--- config.mk ---
export PLATFORM = sky130hd
export DESIGN_NAME = mem_access_unit_flat
export DESIGN_NICKNAME = d
export VERILOG_FILES = /design/src/rtl/mem_access_pkg.sv /design/src/rtl/mem_access_unit_if.sv /design/src/rtl/mem_access_unit_load_aligner.sv /design/src/rtl/mem_access_unit.sv /design/src/flat_wrapper.sv
export SDC_FILE = /design/constraint.sdc
export NUM_CORES = 1
export LEC_CHECK = 0
export BUFFER_PORTS_ARGS = -buffer_cell sky130_fd_sc_hd__clkbuf_2
export CAP_MARGIN = 30
export CORE_MARGIN = 3
export CORE_UTILIZATION = 48
export CTS_BUF_LIST = sky130_fd_sc_hd__clkbuf_8
export DETAILED_ROUTE_END_ITERATION = 8
export PLACE_DENSITY_LB_ADDON = 0.12
export SYNTH_ARGS = -nofsm -noshare
export SYNTH_HDL_FRONTEND = slang
export SYNTH_SLANG_ARGS = --single-unit
export TNS_END_PERCENT = 5
--- constraint.sdc ---
create_clock -name clk -period 5 [get_ports clk]
set_clock_uncertainty 0.1 [all_clocks]
set_input_delay 0.5 -clock clk [delete_from_list [all_inputs] [get_ports clk]]
set_output_delay 0.5 -clock clk [all_outputs]
set_load 0.03 [all_outputs]
--- src/rtl/mem_access_pkg.sv ---
// Shared definitions for the MEM-stage memory access unit: funct3 codes, FSM states
// and the store lane-steering helpers.
package mem_access_pkg;

    localparam logic [2:0] F3_B  = 3'd0;
    localparam logic [2:0] F3_H  = 3'd1;
    localparam logic [2:0] F3_W  = 3'd2;
    localparam logic [2:0] F3_BU = 3'd4;
    localparam logic [2:0] F3_HU = 3'd5;

    typedef enum logic [1:0] {
        IDLE = 2'd0,
        REQ  = 2'd1,
        WAIT = 2'd2,
        DONE = 2'd3
    } mem_state_t;

    // size is funct3[1:0]: 0 byte, 1 half, anything else word
    function automatic logic [3:0] calc_be(input logic [1:0] size, input logic [1:0] off);
        logic [3:0] be;
        unique case (size)
            2'd0:    be = 4'b0001 << off;
            2'd1:    be = 4'b0011 << off;
            default: be = 4'b1111;
        endcase
        return be;
    endfunction

    // Replicate the operand across lanes so the byte enables alone pick the target bytes
    function automatic logic [31:0] calc_wdata(input logic [1:0] size, input logic [31:0] data);
        logic [31:0] wd;
        unique case (size)
            2'd0:    wd = {4{data[7:0]}};
            2'd1:    wd = {2{data[15:0]}};
            default: wd = data;
        endcase
        return wd;
    endfunction

endpackage

--- src/rtl/mem_access_unit_if.sv ---
// Data-memory bus between the access unit (master) and the data memory (slave).
interface mem_access_unit_if #(
    parameter int unsigned ADDR_W = 32
);
    logic              dm_req;
    logic              dm_we;
    logic [ADDR_W-1:0] dm_addr;
    logic [3:0]        dm_be;
    logic [31:0]       dm_wdata;
    logic              dm_gnt;
    logic              dm_rvalid;
    logic [31:0]       dm_rdata;

    modport master (
        output dm_req, dm_we, dm_addr, dm_be, dm_wdata,
        input  dm_gnt, dm_rvalid, dm_rdata
    );

    modport slave (
        input  dm_req, dm_we, dm_addr, dm_be, dm_wdata,
        output dm_gnt, dm_rvalid, dm_rdata
    );
endinterface

--- src/rtl/mem_access_unit_load_aligner.sv ---
// Combinational load extractor: shifts the addressed lane down and sign/zero extends.
module load_aligner
    import mem_access_pkg::*;
(
    input  logic [31:0] rdata,
    input  logic [1:0]  offset,
    input  logic [2:0]  funct3,
    output logic [31:0] data
);
    logic [31:0] shifted;

    always_comb begin
        shifted = rdata >> {offset, 3'b000};
        unique case (funct3)
            F3_B:    data = {{24{shifted[7]}}, shifted[7:0]};
            F3_H:    data = {{16{shifted[15]}}, shifted[15:0]};
            F3_W:    data = shifted;
            F3_BU:   data = {24'd0, shifted[7:0]};
            F3_HU:   data = {16'd0, shifted[15:0]};
            default: data = 32'd0;
        endcase
    end
endmodule

--- src/rtl/mem_access_unit.sv ---
// MEM-stage load/store unit: lane steering, extension, req/gnt/rvalid handshake with a
// bus timeout, and pipeline stall while an access is outstanding.
module mem_access_unit
    import mem_access_pkg::*;
#(
    parameter int unsigned ADDR_W     = 32,
    parameter int unsigned MAX_WAIT   = 15,
    parameter bit          TIMEOUT_EN = 1'b1
) (
    input  logic              clk,
    input  logic              resetn,
    input  logic              ex_valid,
    input  logic              mem_read,
    input  logic              mem_write,
    input  logic [2:0]        funct3,
    input  logic [ADDR_W-1:0] addr,
    input  logic [31:0]       store_data,
    output logic              stall,
    output logic              wb_valid,
    output logic [31:0]       wb_data,
    output logic              exc_misaligned,
    output logic              exc_bus,
    mem_access_unit_if.master dm
);
    localparam int unsigned CntW = $clog2(MAX_WAIT + 1);

    mem_state_t        state_q, state_d;
    logic [ADDR_W-1:0] addr_q, addr_d;
    logic              we_q, we_d;
    logic [3:0]        be_q, be_d;
    logic [31:0]       wdata_q, wdata_d;
    logic [2:0]        f3_q, f3_d;
    logic [1:0]        off_q, off_d;
    logic [CntW-1:0]   cnt_q, cnt_d;
    logic              abort_q, abort_d;
    logic [31:0]       wb_data_q, wb_data_d;

    logic        start, f3_ok, misal, fault, accept, expire;
    logic [31:0] load_ext;

    load_aligner u_load_aligner (
        .rdata  (dm.dm_rdata),
        .offset (off_q),
        .funct3 (f3_q),
        .data   (load_ext)
    );

    always_comb begin
        start = (state_q == IDLE) && ex_valid && (mem_read || mem_write);
        if (mem_write) begin
            f3_ok = funct3 inside {F3_B, F3_H, F3_W};
        end else begin
            f3_ok = funct3 inside {F3_B, F3_H, F3_W, F3_BU, F3_HU};
        end
        misal  = ((funct3[1:0] == 2'd1) && addr[0]) ||
                 ((funct3[1:0] == 2'd2) && (addr[1:0] != 2'd0));
        fault  = !f3_ok || misal;
        accept = start && !fault;
        // Fires on the MAX_WAIT-th cycle spent in REQ+WAIT
        expire = TIMEOUT_EN && (cnt_q == CntW'(MAX_WAIT - 1));
    end

    always_ff @(posedge clk or negedge resetn) begin
        if (!resetn) begin
            state_q   <= IDLE;
            addr_q    <= '0;
            we_q      <= 1'b0;
            be_q      <= 4'd0;
            wdata_q   <= 32'd0;
            f3_q      <= 3'd0;
            off_q     <= 2'd0;
            cnt_q     <= '0;
            abort_q   <= 1'b0;
            wb_data_q <= 32'd0;
        end else begin
            state_q   <= state_d;
            addr_q    <= addr_d;
            we_q      <= we_d;
            be_q      <= be_d;
            wdata_q   <= wdata_d;
            f3_q      <= f3_d;
            off_q     <= off_d;
            cnt_q     <= cnt_d;
            abort_q   <= abort_d;
            wb_data_q <= wb_data_d;
        end
    end

    always_comb begin
        state_d   = state_q;
        addr_d    = addr_q;
        we_d      = we_q;
        be_d      = be_q;
        wdata_d   = wdata_q;
        f3_d      = f3_q;
        off_d     = off_q;
        cnt_d     = cnt_q;
        abort_d   = abort_q;
        wb_data_d = wb_data_q;
        unique case (state_q)
            IDLE: begin
                if (accept) begin
                    state_d   = REQ;
                    addr_d    = {addr[ADDR_W-1:2], 2'b00};
                    we_d      = mem_write;
                    be_d      = calc_be(funct3[1:0], addr[1:0]);
                    wdata_d   = mem_write ? calc_wdata(funct3[1:0], store_data) : 32'd0;
                    f3_d      = funct3;
                    off_d     = addr[1:0];
                    cnt_d     = '0;
                    abort_d   = 1'b0;
                    wb_data_d = 32'd0;
                end
            end
            REQ: begin
                cnt_d = cnt_q + CntW'(1);
                if (dm.dm_gnt && we_q) begin
                    state_d = DONE;
                end else if (expire) begin
                    state_d = DONE;
                    abort_d = 1'b1;
                end else if (dm.dm_gnt) begin
                    state_d = WAIT;
                end
            end
            WAIT: begin
                cnt_d = cnt_q + CntW'(1);
                if (dm.dm_rvalid) begin
                    state_d   = DONE;
                    wb_data_d = load_ext;
                end else if (expire) begin
                    state_d = DONE;
                    abort_d = 1'b1;
                end
            end
            DONE: begin
                state_d = IDLE;
            end
            default: state_d = IDLE;
        endcase
    end

    always_comb begin
        dm.dm_req      = (state_q == REQ);
        dm.dm_we       = (state_q == REQ) && we_q;
        dm.dm_be       = (state_q == REQ) ? be_q : 4'd0;
        dm.dm_addr     = addr_q;
        dm.dm_wdata    = wdata_q;
        wb_valid       = (state_q == DONE) && !abort_q;
        exc_bus        = (state_q == DONE) && abort_q;
        wb_data        = wb_data_q;
        exc_misaligned = resetn && start && fault;
        unique case (state_q)
            IDLE:      stall = accept;
            REQ, WAIT: stall = 1'b1;
            default:   stall = 1'b0;
        endcase
        stall = stall && resetn;
    end

endmodule

--- src/flat_wrapper.sv ---
// flat-port wrapper written by rule: the top's interface ports become plain ports
module mem_access_unit_flat import mem_access_pkg::*;
#(
    parameter int unsigned ADDR_W     = 32,
    parameter int unsigned MAX_WAIT   = 15,
    parameter bit          TIMEOUT_EN = 1'b1
)
  (clk, resetn, ex_valid, mem_read, mem_write, funct3, addr, store_data, stall, wb_valid, wb_data, exc_misaligned, exc_bus, dm_dm_req, dm_dm_we, dm_dm_addr, dm_dm_be, dm_dm_wdata, dm_dm_gnt, dm_dm_rvalid, dm_dm_rdata);
  mem_access_unit_if #(.ADDR_W(ADDR_W)) dm_i ();
  input  logic clk;
  input  logic resetn;
  input  logic ex_valid;
  input  logic mem_read;
  input  logic mem_write;
  input  logic [2:0] funct3;
  input  logic [ADDR_W-1:0] addr;
  input  logic [31:0] store_data;
  output logic stall;
  output logic wb_valid;
  output logic [31:0] wb_data;
  output logic exc_misaligned;
  output logic exc_bus;
  output wire logic [$bits(dm_i.dm_req)-1:0] dm_dm_req;
  output wire logic [$bits(dm_i.dm_we)-1:0] dm_dm_we;
  output wire logic [$bits(dm_i.dm_addr)-1:0] dm_dm_addr;
  output wire logic [$bits(dm_i.dm_be)-1:0] dm_dm_be;
  output wire logic [$bits(dm_i.dm_wdata)-1:0] dm_dm_wdata;
  input wire logic [$bits(dm_i.dm_gnt)-1:0] dm_dm_gnt;
  input wire logic [$bits(dm_i.dm_rvalid)-1:0] dm_dm_rvalid;
  input wire logic [$bits(dm_i.dm_rdata)-1:0] dm_dm_rdata;
  assign dm_dm_req = dm_i.dm_req;
  assign dm_dm_we = dm_i.dm_we;
  assign dm_dm_addr = dm_i.dm_addr;
  assign dm_dm_be = dm_i.dm_be;
  assign dm_dm_wdata = dm_i.dm_wdata;
  assign dm_i.dm_gnt = dm_dm_gnt;
  assign dm_i.dm_rvalid = dm_dm_rvalid;
  assign dm_i.dm_rdata = dm_dm_rdata;
  mem_access_unit #(.ADDR_W(ADDR_W), .MAX_WAIT(MAX_WAIT), .TIMEOUT_EN(TIMEOUT_EN)) u_core (.clk(clk), .resetn(resetn), .ex_valid(ex_valid), .mem_read(mem_read), .mem_write(mem_write), .funct3(funct3), .addr(addr), .store_data(store_data), .stall(stall), .wb_valid(wb_valid), .wb_data(wb_data), .exc_misaligned(exc_misaligned), .exc_bus(exc_bus), .dm(dm_i));
endmodule
# == After elaboration in Yosys (flattened, before gate mapping) ==
# Index checks and enable logic that the tools add are counted.
# op_classes
n_lt_le_gt_ge,0
n_mux,24
n_mul,0
bitwise_logic,0
reduce_logical,34
n_div,0
addsub,1
shifts,3
n_eq_ne,20
# op_table
op,count
one-hot mux 32 bit (5 select lines),1
one-hot mux 32 bit (2 select lines),2
2-to-1 mux 32 bit,3
right shift 32 x 5 -> 32 bit,1
one-hot mux 4 bit (2 select lines),2
"== test 3 bit, second input constant",4
logical AND 1 bit,12
2-to-1 mux 2 bit,6
2-to-1 mux 4 bit,2
one-hot mux 2 bit (4 select lines),1
"== test 2 bit, second input constant",3
"== test 3 x 1 -> 1 bit, second input constant",2
"== test 3 x 2 -> 1 bit, second input constant",2
zero test 3 bit,2
"!= test 2 bit, second input constant",3
AND reduction 3 bit,2
nonzero test 2 bit,3
nonzero test 3 bit,2
2-to-1 mux 1 bit,5
nonzero test 5 bit,1
"adder 4 x 1 -> 4 bit, second input constant",1
"== test 2 x 1 -> 1 bit, second input constant",2
"== test 4 bit, second input constant",1
zero test 2 bit,2
12 further kinds,17
# totals
register_bits,111
n_memories,0
ramBits,0
latch_bits,0
word_cells,92
romBits,0

# == Logic depth before layout (Yosys ltp) ==
# depth
depth_word,9
depth_mapped,8
mapped_depth_nobuf,6

# == Cells and area by module ==
# From an unflattened synthesis, not the netlist that was laid out.
# unflattened
cells_unflattened,600
hier_area_um2,6054.6
# modules_own_cells
mod,seq_area_each_um2,area_each_um2,cells_per_inst,n_inst
mem_access_unit,2777.7,5251.3,491,1
load_aligner,0.0,803.3,109,1

# == Worst setup path after synthesis ==
# No wires, ideal clock.
# synth_timing
path_type,reg-to-output
startpoint,register u_core.state_q[0]
endpoint,output port stall
required_time_ns,4.400
t_arrival_ns,2.197
path_stages_with_launch,8
path_slack_ns,2.203
n_path_buf,2
cell_sequence,dfrtp_1 inv_1 ha_1 o211ai_1 o21bai_1 buf_4 buf_2 a21oi_1
# synth_via
elab_chain_cells,6
# synth_rtl
item,line_no,rtl
"start, declared",mem_access_unit.sv:27,"mem_state_t state_q, state_d;"
"start signal, assigned",mem_access_unit.sv:76,state_q <= state_d;
zero test 2 bit,"mem_access_unit.sv:49, mem_access_unit.sv:153",
logical AND 1 bit (2 in series),mem_access_unit.sv:49,start = (state_q == IDLE) && ex_valid && (mem_read || mem_write);
logical AND 1 bit,mem_access_unit.sv:58,accept = start && !fault;
one-hot mux 1 bit (2 select lines) (*),mem_access_unit.sv:153,unique case (state_q)
logical AND 1 bit (*),mem_access_unit.sv:158,stall = stall && resetn;
"end, declared",flat_wrapper.sv:18,output logic stall;
# Every way passes the cells marked *; elsewhere a longest branch is shown, timed or not.

# == Final worst setup path ==
# Ends and elaborated chain as after synthesis.

==> summary.md <==
| Metric | Value |
|---|---|
| First drt pass iteration count | 4 |
| Vias in the first global route | 4601 |
| Post-Synthesis Cells | 528 |
| Via count | 4748 |
| RR Startpoint | u_core.state_q[0] |
| R2r setup slk | 2.07 ns |
| Slew HR | 32.8% |
| Max-cap violations | 0 |
| Critical path type | register to primary output |
| # setup viols final | 0 |
| DRC | 0 |
| Aggregate global-route resource usage | 21.8% |
| Synth Area in Compound Gates | 17.7% |
| Die Area | 13200 sq um |
| Layout cell share with drive strength beyond 1 | 35.6% |
| Wire per inst | 16.7 microns |
| Routed Antenna Nets | 0 |
| Crit path launch | u_core.state_q[0] |
| Adder-cell share of the synthesized area | 1.76% |
| H-tree Lvls | 3 |
| Peak Freq | 333 MHz |
| Worst reg2reg path endpoint | u_core.dm.dm_addr[22] |
| Count leader, synth | dfrtp_1 |
| Final hold slack | 0.223 ns |
| Synth area leaders | dfrtp_1 49%, mux2_1 6.9%, nand2_1 5.9% |
| Area Growth Syn to Fin | 22.5% |
| CTS Sinks | 111 |
| Core area | 11500 sq um |
| CTS resizes | 0 |
| Final Cycle Share | 60.0% |
| Worst EP required | 4.40 ns |
| RSZ-0062 raised after global routing | false |
| Largest family of logic cells by synthesized area | compound AO/OA/AOI/OAI gates |
| Initial core utilization | 49.5% |
| Register Area | 2780 sq um |
| TritonCTS clock tree | built |
| Final wirelength | 14400 microns |
| Number of synthesized flops with an enable pin | 0 |
| Area of the multi-input gates | 2680 sq um |
| Ant. Diodes | 0 |
| Final TNS setup | 0 ns |
| Critical Path Sink | stall |
| Arr. time, crit path | 2.40 ns |
| Filler cells | 1008 |
| Rows | 39 |
| Mux cell area share after synthesis | 15.5% |
| Hold Fails Final Rpt | 0 |
| Inserted Clock Buffers | 9 |
| Initial antenna violation count | 0 |
| Worst-Margin Slew | 1.01 ns |
| Initial DRC count | 297 |
| Mean number of vias per cell | 5.50 |
| Synthesis warning total | 0 |
| Io pins | 212 |
| Port Buffers | 209 |
| First-pass GRT wire length | 23100 microns |
| Number of distinct library cells after synthesis | 49 |
| Post-DP HPWL | 10500 microns |
| Final Max Slew Viols | 0 |
| Grt ovf | 0 |
| Design Power | 0.00437 W |
| Most used DFF post-synth | dfrtp_1 |
| Maximum buffer depth of the clock tree | 2 |
| Synth Area in XOR/XNOR | 0% |
| CTS clk-pin slew, worst paths | 0.11 ns |
| Critical path launch point type | register |
| Largest area contributor in the netlist | dfrtp_1 |
| Final Critical Period | 3.00 ns |
| Pin count of the biggest net entering global routing | 99 |
| Outcome | completed |
| Syn_area_per_cell | 10.8 sq um |
| Pwr Density | 627 nW/um^2 |
| Synth Area in Simple Gates | 11.9% |
| Register area share after synthesis | 48.8% |
| Worst-Skew Late Latency | 0.37 ns |
| Setup crit end kind | primary output |
| Post-layout util | 60.6% |
| Post-synth ARST share | 100% |
| Die Ht | 115 microns |
| Post-synth design cell area | 5700 sq um |
| FF-to-FF path depth | 6 |
| Peak VDD IR | 378 uV |
| P_leak | 3.53 nW |
| Area share of the largest cell type after synthesis | 48.8% |
| Die W | 115 microns |
| Number of synthesized register bits | 111 |
| Commonest cells in the synthesized netlist | 111 x dfrtp_1, 89 x nand2_1, 35 x mux2_1 |
| CTS Root Cell | clkbuf_8 |
| Net count reported at finish | 829 |
| Hold Crit Class | primary input to register |
| Crit Path Max Fanout | 18 |
| Routability cong. | 0.815 |
-- stage by stage --
stage / area [sq um] / cells / setup WS, ns
global route: 6980 / 863 / 1.79
floorplan: 5700 / 529 / 2.20
CTS: 6980 / 863 / 1.96
finish: 6980 / 863 / 2.00
detailed placement: 6760 / 846 / 1.71
global placement: 6740 / 845 / 1.82
-- layout make-up --
| cell class | instances | area share [%] |
|---|---|---|
| clock inverters | 7 | 1.13 |
| multi-input cells | 373 | 38.5 |
| inverters | 5 | 0.269 |
| well taps | 143 | 2.56 |
| clock buffers | 9 | 1.78 |
| repair buffers | 215 | 16.0 |
| flip-flops and latches | 111 | 39.8 |
-- cells in the final DEF (no fill, tap or decap), types with 8 or more instances in the layout --
cell,Yosys,final
o21ai_0,34,34
mux2i_1,25,25
ha_1,8,8
o21ai_1,17,17
nand2_1,89,89
a22o_1,18,18
clkbuf_8,0,9
dfrtp_1,111,111
clkbuf_2,0,208
mux2_2,19,19
o22ai_1,8,8
o2bb2ai_1,22,22
nor2b_1,13,13
a21oi_1,13,13
nand3_1,10,10
mux2_1,35,35
-- cells by family (layout without fill, tap and decap cells) --
logic type,after synthesis,in the layout
simple gates,144,144
buf+inv,45,236
mux,80,80
fa+ha+maj,8,8
compound gates,139,139
flops,111,111
other cells,1,2
-- per-layer routing --
layer	track usage [%]	part of all wire, %	up-vias
met5	0	0	-
met4	8.84	2.4	0
met3	3.58	6.1	25
met2	32.6	45	179
met1	31.6	46	2274
li1	-	-	2270
-- report_power, final --
part	switching (W)	leakage, nW	internal [W]
clock network	0.000320	0.104	0.000238
registers	0.000272	1.43	0.00126
logic	0.00148	1.99	0.000795
-- worst max-delay path, cell delays in order, from the launching register on --
cell and delay [ns]:
dfrtp_1 0.43, inv_1 0.16, ha_1 0.39, o211ai_1 0.26, o21bai_4 0.35, a21oi_1 0.21
clkbuf_2 0.23
-- worst min-delay path by stage --
stage | from | to | slack (ns) | depth (start not counted)
final | addr[26] | u_core.dm.dm_addr[26] | 0.22 | 2
after global routing | addr[16] | u_core.dm.dm_addr[16] | 0.20 | 2
after CTS | addr[26] | u_core.dm.dm_addr[26] | 0.20 | 2
after detailed placement | u_core.dm.dm_wdata[8] | u_core.dm.dm_wdata[8] | 0.37 | 2
after global placement | u_core.dm.dm_wdata[15] | u_core.dm.dm_wdata[15] | 0.37 | 2
after floorplan | resetn | u_core.abort_q | 0.10 | 0
-- sequential cells by signal, indices dropped and copies added, names as in the netlist --
name / count
u_core.wb_data: 32
u_core.abort_q: 1
u_core.dm.dm_wdata: 32
u_core.dm.dm_addr: 30
u_core.we_q: 1
u_core.state_q: 2
u_core.be_q: 4
u_core.f3_q: 3
u_core.off_q: 2
u_core.cnt_q: 4
-- what timing repair did --
| item | CTS | global route |
|---|---|---|
| hold buffers | 1 | 0 |
| endpoints found under the hold margin | 22 | 0 |
| setup buffers | 0 | 0 |
No activity file was read; power rests on OpenSTA's default activity.
